`src/rtl/uart_pkg.sv`:
```
// uart_pkg: definitions shared by the UART transmitter and receiver.
//   - parity mode constants (the PARITY parameter of both directions)
//   - bit positions inside the receiver's m_axis_tuser error field
//   - rx_state_t: receiver FSM encoding (also visible on uart_rx.dbg_state)
//   - cnt_width: counter width helper that never returns zero
package uart_pkg;

    localparam int PARITY_NONE = 0;
    localparam int PARITY_ODD  = 1;
    localparam int PARITY_EVEN = 2;

    localparam int TUSER_PARITY_ERR = 0;
    localparam int TUSER_FRAME_ERR  = 1;

    typedef enum logic [2:0] {
        RX_IDLE   = 3'd0,
        RX_START  = 3'd1,
        RX_DATA   = 3'd2,
        RX_PARITY = 3'd3,
        RX_STOP   = 3'd4
    } rx_state_t;

    // Width of a counter that must hold the values 0 .. n-1.
    function automatic int cnt_width(input int n);
        return (n <= 1) ? 1 : $clog2(n);
    endfunction

endpackage

```
`src/rtl/uart_rx_sync.sv`:
```
// uart_rx_sync: brings the asynchronous serial line into the clk domain and
// flags the idle-to-start transition.
//   clk, rst  : clock, asynchronous active-high reset
//   rx_wire   : raw serial line (idles high)
//   rx_sync   : line after two flops
//   rx_fall   : one-cycle pulse when rx_sync goes 1 -> 0
// All flops reset to 1 so that reset release on an idle line never looks
// like a start edge.
module uart_rx_sync (
    input  logic clk,
    input  logic rst,
    input  logic rx_wire,
    output logic rx_sync,
    output logic rx_fall
);

    logic sync_q1;
    logic sync_q2;
    logic sync_prev;

    always_ff @(posedge clk or posedge rst) begin
        if (rst) begin
            sync_q1   <= 1'b1;
            sync_q2   <= 1'b1;
            sync_prev <= 1'b1;
        end else begin
            sync_q1   <= rx_wire;
            sync_q2   <= sync_q1;
            sync_prev <= sync_q2;
        end
    end

    assign rx_sync = sync_q2;
    // A line that stays low never produces another pulse, so a stuck-low
    // line (e.g. after a framing error) cannot re-arm the receiver.
    assign rx_fall = sync_prev & ~sync_q2;

endmodule

```
`src/rtl/uart_rx.sv`:
```
// uart_rx: UART receiver with an AXI-Stream master output.
// Frame: 1 start bit, DATA_WIDTH data bits LSB first, optional parity bit,
// STOP_BIT stop bits. Each bit is sampled at mid-bit from the synchronised
// line.
//   clk, rst       : clock, asynchronous active-high reset
//   rx_wire        : serial input, idles high
//   m_axis_tdata   : received word
//   m_axis_tuser   : [0] parity error, [1] framing error
//   m_axis_tvalid  : word available
//   m_axis_tready  : sink accepts
//   overrun        : one-cycle pulse when a completed word is dropped
//   dbg_state      : current rx_state_t encoding
//
// Output handshake: a beat transfers on a clock edge where tvalid && tready.
// While tvalid && !tready, tdata/tuser/tvalid are held; a word completing in
// that situation is discarded and reported on overrun.
module uart_rx
    import uart_pkg::*;
#(
    parameter int CLK_FREQ   = 50_000_000,
    parameter int BAUD_RATE  = 9600,
    parameter int DATA_WIDTH = 8,
    parameter int PARITY     = 0,
    parameter int STOP_BIT   = 1
) (
    input  logic                  clk,
    input  logic                  rst,
    input  logic                  rx_wire,
    output logic [DATA_WIDTH-1:0] m_axis_tdata,
    output logic [1:0]            m_axis_tuser,
    output logic                  m_axis_tvalid,
    input  logic                  m_axis_tready,
    output logic                  overrun,
    output logic [2:0]            dbg_state
);

    localparam int BIT_PERIOD = CLK_FREQ / BAUD_RATE;
    localparam int HALF       = BIT_PERIOD / 2;
    localparam int CNT_W      = cnt_width(BIT_PERIOD);
    localparam int BIT_W      = cnt_width((DATA_WIDTH > STOP_BIT) ? DATA_WIDTH : STOP_BIT);

    logic rx_s;
    logic rx_fall;

    uart_rx_sync u_sync (
        .clk     (clk),
        .rst     (rst),
        .rx_wire (rx_wire),
        .rx_sync (rx_s),
        .rx_fall (rx_fall)
    );

    rx_state_t             state;
    rx_state_t             state_nxt;
    logic [CNT_W-1:0]      baud_cnt;
    logic [BIT_W-1:0]      bit_cnt;
    logic [DATA_WIDTH-1:0] shift_reg;
    logic                  perr;
    logic                  ferr;

    logic       half_tick;
    logic       bit_tick;
    logic       last_data;
    logic       last_stop;
    logic       sample_data;
    logic       sample_par;
    logic       sample_stop;
    logic       word_done;
    logic       exp_par;
    logic [1:0] word_tuser;

    // State register
    always_ff @(posedge clk or posedge rst) begin
        if (rst) begin
            state <= RX_IDLE;
        end else begin
            state <= state_nxt;
        end
    end

    // Next-state logic
    always_comb begin
        state_nxt = state;
        case (state)
            RX_IDLE: begin
                if (rx_fall) state_nxt = RX_START;
            end
            RX_START: begin
                // A line back high at mid start bit was only a glitch.
                if (half_tick) state_nxt = rx_s ? RX_IDLE : RX_DATA;
            end
            RX_DATA: begin
                if (bit_tick && last_data)
                    state_nxt = (PARITY != PARITY_NONE) ? RX_PARITY : RX_STOP;
            end
            RX_PARITY: begin
                if (bit_tick) state_nxt = RX_STOP;
            end
            RX_STOP: begin
                // Leaving at mid stop bit leaves half a bit to catch the
                // next start edge.
                if (bit_tick && last_stop) state_nxt = RX_IDLE;
            end
            default: state_nxt = RX_IDLE;
        endcase
    end

    // Output / strobe decode
    always_comb begin
        half_tick   = (baud_cnt == CNT_W'(HALF - 1));
        bit_tick    = (baud_cnt == CNT_W'(BIT_PERIOD - 1));
        last_data   = (bit_cnt == BIT_W'(DATA_WIDTH - 1));
        last_stop   = (bit_cnt == BIT_W'(STOP_BIT - 1));
        sample_data = (state == RX_DATA)   && bit_tick;
        sample_par  = (state == RX_PARITY) && bit_tick;
        sample_stop = (state == RX_STOP)   && bit_tick;
        word_done   = sample_stop && last_stop;
        exp_par     = (PARITY == PARITY_EVEN) ? ^shift_reg : ~^shift_reg;
        word_tuser  = 2'b00;
        word_tuser[TUSER_PARITY_ERR] = perr;
        // The last stop sample is folded in here since ferr only updates
        // on the same edge that loads the word.
        word_tuser[TUSER_FRAME_ERR]  = ferr | ~rx_s;
        dbg_state   = state;
    end

    // Baud counter, bit counter, shift register, error flags
    always_ff @(posedge clk or posedge rst) begin
        if (rst) begin
            baud_cnt  <= '0;
            bit_cnt   <= '0;
            shift_reg <= '0;
            perr      <= 1'b0;
            ferr      <= 1'b0;
        end else begin
            if (state == RX_IDLE || state_nxt != state || bit_tick) begin
                baud_cnt <= '0;
            end else begin
                baud_cnt <= baud_cnt + CNT_W'(1);
            end

            if (state_nxt != state) begin
                bit_cnt <= '0;
            end else if (sample_data || sample_stop) begin
                bit_cnt <= bit_cnt + BIT_W'(1);
            end

            if (sample_data) begin
                shift_reg <= {rx_s, shift_reg[DATA_WIDTH-1:1]};
            end

            if (state == RX_START && state_nxt == RX_DATA) begin
                perr <= 1'b0;
                ferr <= 1'b0;
            end else begin
                if (sample_par && (rx_s != exp_par)) perr <= 1'b1;
                if (sample_stop && !rx_s)            ferr <= 1'b1;
            end
        end
    end

    // AXI-Stream holding register
    always_ff @(posedge clk or posedge rst) begin
        if (rst) begin
            m_axis_tdata  <= '0;
            m_axis_tuser  <= 2'b00;
            m_axis_tvalid <= 1'b0;
            overrun       <= 1'b0;
        end else begin
            overrun <= word_done && m_axis_tvalid && !m_axis_tready;
            if (word_done && (!m_axis_tvalid || m_axis_tready)) begin
                m_axis_tdata  <= shift_reg;
                m_axis_tuser  <= word_tuser;
                m_axis_tvalid <= 1'b1;
            end else if (m_axis_tvalid && m_axis_tready) begin
                m_axis_tvalid <= 1'b0;
            end
        end
    end

endmodule

```
`config.mk`:
```
export PLATFORM = sky130hd
export DESIGN_NAME = uart_rx
export DESIGN_NICKNAME = d
export VERILOG_FILES = /design/src/rtl/uart_pkg.sv /design/src/rtl/uart_rx_sync.sv /design/src/rtl/uart_rx.sv
export SDC_FILE = /design/constraint.sdc
export NUM_CORES = 1
export LEC_CHECK = 0
export ABC_AREA = 1
export BUFFER_PORTS_ARGS = -buffer_cell sky130_fd_sc_hd__clkbuf_2
export CAP_MARGIN = 10
export CELL_PAD_IN_SITES_DETAIL_PLACEMENT = 2
export CELL_PAD_IN_SITES_GLOBAL_PLACEMENT = 2
export CORE_ASPECT_RATIO = 1.25
export CORE_UTILIZATION = 30
export DETAILED_ROUTE_END_ITERATION = 8
export PLACE_DENSITY_LB_ADDON = 0.1
export SKIP_CTS_REPAIR_TIMING = 1
export SYNTH_ARGS = -nofsm -noshare
export SYNTH_HDL_FRONTEND = slang
export SYNTH_SLANG_ARGS = --single-unit
export TNS_END_PERCENT = 5
```
`constraint.sdc`:
```
create_clock -name clk -period 2.9 [get_ports clk]
set_input_delay 0.58 -clock clk [delete_from_list [all_inputs] [get_ports clk]]
set_output_delay 0.58 -clock clk [all_outputs]
set_load 0.005 [all_outputs]
```
; Yosys cells after proc, flatten, opt, wreduce, memory -nomap -nowiden
; Cells that the tools add are included.
[classes]
addsub = 2
n_eq_ne = 10
n_mux = 16
bitwise_logic = 3
reduce_logical = 27
[op_table]
columns = operator, n
row1 = 3-bit 2-to-1 mux, 7
row2 = 3-bit one-hot mux with 5 select lines, 1
row3 = 13-bit by 1-bit adder with 13-bit output (second input constant), 1
row4 = 13-bit by 12-bit == test with 1-bit output (second input constant), 1
row5 = 13-bit == test (second input constant), 1
row6 = 1-bit logical AND, 13
row7 = 13-bit 2-to-1 mux, 1
row8 = 3-bit by 2-bit == test with 1-bit output (second input constant), 3
row9 = 2-bit nonzero test, 4
row10 = 8-bit XNOR reduction, 1
row11 = 3-bit == test (second input constant), 2
row12 = 3-bit logical NOT, 2
row13 = 1-bit 2-to-1 mux, 6
row14 = 1-bit logical OR, 4
row15 = 3-bit by 1-bit adder with 3-bit output (second input constant), 1
row16 = 3-bit by 1-bit == test with 1-bit output (second input constant), 1
row17 = 1-bit logical NOT, 3
row18 = 3-bit != test, 1
row19 = 2-bit 2-to-1 mux, 1
row20 = 1-bit bitwise AND, 1
row21 = 1-bit != test, 1
row22 = 1-bit NOT, 1
row23 = 1-bit bitwise OR, 1
[word_totals]
regBits = 44
inputBits = 4
out_inout_bits = 15
word_cells = 71

; Logic depth before layout (Yosys ltp)
[depth]
ltp_word = 8
mapped_depth = 11
mapped_depth_nobuf = 10

; Cells and area by module
; From an unflattened synthesis, not the netlist that was laid out.
[unflattened]
cells_unflattened = 273
hier_area_um2 = 2309.7
[by_module_without_submodules]
columns = mod, n_inst, cells_each, area_per_inst_um2, seq_area_each_um2
row1 = uart_rx, 1, 267, 2217.1, 1026.0
row2 = uart_rx_sync, 1, 6, 92.6, 78.8

; Least setup slack after synthesis
; OpenSTA, ideal clock, no wires.
[synth_timing]
path_type = reg2reg
startpoint = reg baud_cnt[0]
endpoint = reg baud_cnt[5]
setup_time_ns = 0.120
t_arrival_ns = 1.452
required_time_ns = 2.780
path_slack_ns = 1.328
stages_incl_launch_ff = 12
path_buffers = 1
period_less_slack_ns = 1.572
cell_sequence = dfrtp_1 > ha_1 > nand2_2 > nor2_2 > nand3_4 > nand2_2 > o211ai_2 > nand2_2 > inv_2 > nand3_4 > buf_12 > nor2_2
[synth_between]
elab_chain_len = 8
elab_cells_between_ends = 14
classes_between = 1 x add/sub / 3 x eq/ne / 6 x mux / 4 x reduce/logical
[synth_lines]
columns = item, line
row1 = "start, declared", uart_rx.sv:55  ; logic [CNT_W-1:0] baud_cnt;
row2 = "start signal, assigned", uart_rx.sv:139  ; baud_cnt <= baud_cnt + CNT_W'(1);
row3 = 13-bit == test, uart_rx.sv:111  ; bit_tick = (baud_cnt == CNT_W'(BIT_PERIOD - 1));
row4 = "1-bit logical AND, on equally long branches", "uart_rx.sv:102, uart_rx.sv:93"
row5 = "3-bit 2-to-1 mux, on equally long branches", "uart_rx.sv:102, uart_rx.sv:93"
row6 = 3-bit one-hot mux with 5 select lines, uart_rx.sv:84  ; case (state)
row7 = 3-bit != test, uart_rx.sv:136  ; if (state == RX_IDLE || state_nxt != state || bit_tick) begin
row8 = 1-bit logical OR (2 in a row), uart_rx.sv:136
row9 = 13-bit 2-to-1 mux (*), uart_rx.sv:136
; Mark *: on every way between the ends. The rest lies on a longest branch, timed or not.
; A chain may end at the register's enable or synchronous reset.

; Final worst setup path
[layout_timing]
startpoint = reg baud_cnt[0]
endpoint = reg m_axis_tuser[1]
[layout_between]
elab_chain_len = 4
[layout_lines]
columns = item, line
row1 = 13-bit == test, uart_rx.sv:111
row2 = 1-bit logical AND, uart_rx.sv:116  ; sample_stop = (state == RX_STOP) && bit_tick;
row3 = 1-bit logical AND, uart_rx.sv:117  ; word_done = sample_stop && last_stop;
row4 = 1-bit logical AND, uart_rx.sv:171  ; if (word_done && (!m_axis_tvalid || m_axis_tready)) begin
row5 = "end signal, assigned", uart_rx.sv:173  ; m_axis_tuser <= word_tuser;
row6 = "end, declared", uart_rx.sv:30  ; output logic [1:0] m_axis_tuser,
; No other way between the ends.

==> flow_summary.toml <==
[routing]
wirelength_mm = 5.55
antenna_left = 0
vias = 1810
post_drt_wl_per_cell_um = 14.5
viasPerCell = 4.74
drc = 0
drt_iter0_drc = 52
dr.pass1.iters = 4

[clock_tree]
cts-buffers-inserted = 5
numClockSinks = 44
path_clk_slew_ns = 0.10
cts_buffer_depth = 2
cts_tree = "yes"
clock_latency_ns = 0.31
cts-htree-levels = 2
clock-root-buffer = "clkbuf_8"

[global_route]
use_met2_pct = 29.2
met3_usage_pct = 2.70
grt_util_all_layers_pct = 15.4
grt-ovfl-total = 0
grt_pass1_wl_mm = 9.53
grt_pass1_vias = 1973
grt_max_degree = 45
busiest_layer = "met2"
antenna_found_initial = 0
use_met1_pct = 17.1

[sta]
hold_violations = 0
slew_violations = 0
fin_crit_sh_pct = 70.2
timing.fmax_mhz = 491
finClkSkew_ns = 0.0122
rsz0062_at_grt = "false"
worst_pin_slew_ns = 0.970
setup_violations = 0
post-route-min-period_ns = 2.03
relSlewSlack_pct = 35.3
tns_ns = 0

[setup_path]
path_cells = "ha_1 > nand2_2 > nor2_2 > nand3_4 > nor2_4 > nand3_2 > nor3_4 > a21oi_2"
crit_path_start_kind = "flop"
slowest_stage = "nand3_2"
critical_path_class = "reg2reg"
cpPeakStageDelay_ns = 0.40
end_kind = "flop"
worstPathArrival_ns = 2.23
path_max_fanout = 20
crit_required_ns = 3.09

[worst_hold_path]
hold_path_class = "in2reg"

[logic_synthesis]
yosys_register_bits = 44
ys.flop_type = "dfrtp_1"
synth_cell_types = 36
synth_nets = 278
syn_inst = 270
synth.avg_cell_area_um2 = 8.81
synth_edf_count = 0
ys_async_sr_fraction_pct = 100
syn-cell-area_um2 = 2380
yosysSeqAreaShare_pct = 46.4
yosysWarningCount = 0

[final_layout]
most-common-layout-cells = "nand2_1 (57), dfrtp_1 (41), inv_1 (36), nor2_1 (24), clkbuf_2 (18)"
largest_register_ffs = 13
nNetsFinal = 297
utilization_pct = 35.0
mostFrequentLayoutCell = "nand2_1"
drive_gt1_share_pct = 24.1
num-fill-cells = 889
synthToLayoutAreaGrowth_pct = 10.8
n_antenna_cell = 0

[floorplanning]
die_area_um2 = 8290
initial_core_util_pct = 31.6
die_h_um = 102
placeableCoreArea_um2 = 7530
fp-row-count = 35
io_pins = 19
die_w_um = 81.6

[pwr]
powerDensity_nw_per_um2 = 516
peakVddDrop_uv = 237
p_leak_uw = 0.00119

[place]
numPortBuffers = 18
hpwlAfterDp_mm = 4.24
gp_congestion = 0.769

[run]
drv_cap = 0

[outcome]
status = "finished clean"
-- layout make-up --
class / count / area [um2] / share of cell area [%]
repair buffers: 18 / 90.1 / 3.42
flip-flops and latches: 44 / 1100 / 41.9
well taps: 92 / 115 / 4.37
inverters: 42 / 159 / 6.03
multi-input cells: 178 / 1050 / 39.9
clock inverters: 3 / 46.3 / 1.76
clock buffers: 5 / 68.8 / 2.61
-- metal layers --
| layer | share of wire (%) | vias to the layer above |
|---|---|---|
| met5 | 0 | - |
| met4 | 1.2 | 0 |
| met2 | 55 | 14 |
| met3 | 1.5 | 7 |
| met1 | 42 | 912 |
| li1 | - | 877 |
-- power by group --
group          leakage (uW)  total, uW  internal, uW  switching [uW]
Clock             0.0000548        503           260             243
Combinational      0.000549        178          54.0             124
Sequential         0.000591        679           647            32.1
Total               0.00119       1360           961             399
-- worst paths after layout --
path	from	to	slack (ns)	cells past startpoint
min in group asynchronous	rst	m_axis_tdata[6]	0.47	2
setup reg to reg	baud_cnt[0]	m_axis_tuser[1]	0.87	8
hold / removal	rx_wire	u_sync.sync_q1	0.35	1
max in group asynchronous	rst	dbg_state[0]	1.81	2
setup / recovery	baud_cnt[0]	m_axis_tuser[1]	0.87	8
hold reg to reg	u_sync.sync_q1	u_sync.rx_sync	0.36	0
-- worst max-delay path: cells and delay by family (launching register included) --
family          cells  cell delay [ns]
simple gates        6             1.26
flops               1             0.38
fa+ha+maj           1             0.24
compound gates      1             0.04
-- per-stage QoR --
step                      instance area, um2  worst slack (ns)  hold WS, ns  power [uW]  cells
after floorplan                         2380              1.29        0.345         841    270
after detailed placement                2520             0.822        0.349         875    374
after global routing                    2640             0.640        0.337        1430    382
after global placement                  2520             0.895        0.346         871    374
final                                   2640             0.865        0.351        1360    382
after CTS                               2640             0.811        0.340        1390    382
-- logic make-up after synthesis --
logic type      count (synthesis)  share of synthesized area, %
fa+ha+maj                       4                          2.10
xor+xnor                       17                          6.26
compound gates                 26                          7.00
flops                          44                          46.4
simple gates                  131                          28.8
buf+inv                        48                          9.36
-- synth_stat cells (2+ instances only) --
cell | instances | share of area (%)
nand3_4 | 2 | 1.5
inv_2 | 4 | 0.63
nand2_2 | 4 | 1.1
nor3_1 | 2 | 0.42
nand2_1 | 57 | 9.0
nand3_2 | 2 | 0.84
nor3_4 | 2 | 1.4
nor2_1 | 24 | 3.8
inv_1 | 37 | 5.8
o21ai_0 | 11 | 2.3
xor2_1 | 14 | 5.2
o21ai_2 | 3 | 1.1
buf_6 | 3 | 1.4
o21ai_1 | 6 | 1.3
nor2_2 | 14 | 3.7
dfrtp_1 | 41 | 43
xnor2_1 | 3 | 1.1
nor4_1 | 3 | 0.79
buf_2 | 2 | 0.42
ha_1 | 4 | 2.1
nand4_1 | 5 | 1.3
dfstp_2 | 3 | 3.3
nor2_4 | 4 | 1.9
nand3_1 | 8 | 1.7
No activity file was read; power rests on OpenSTA's default activity.
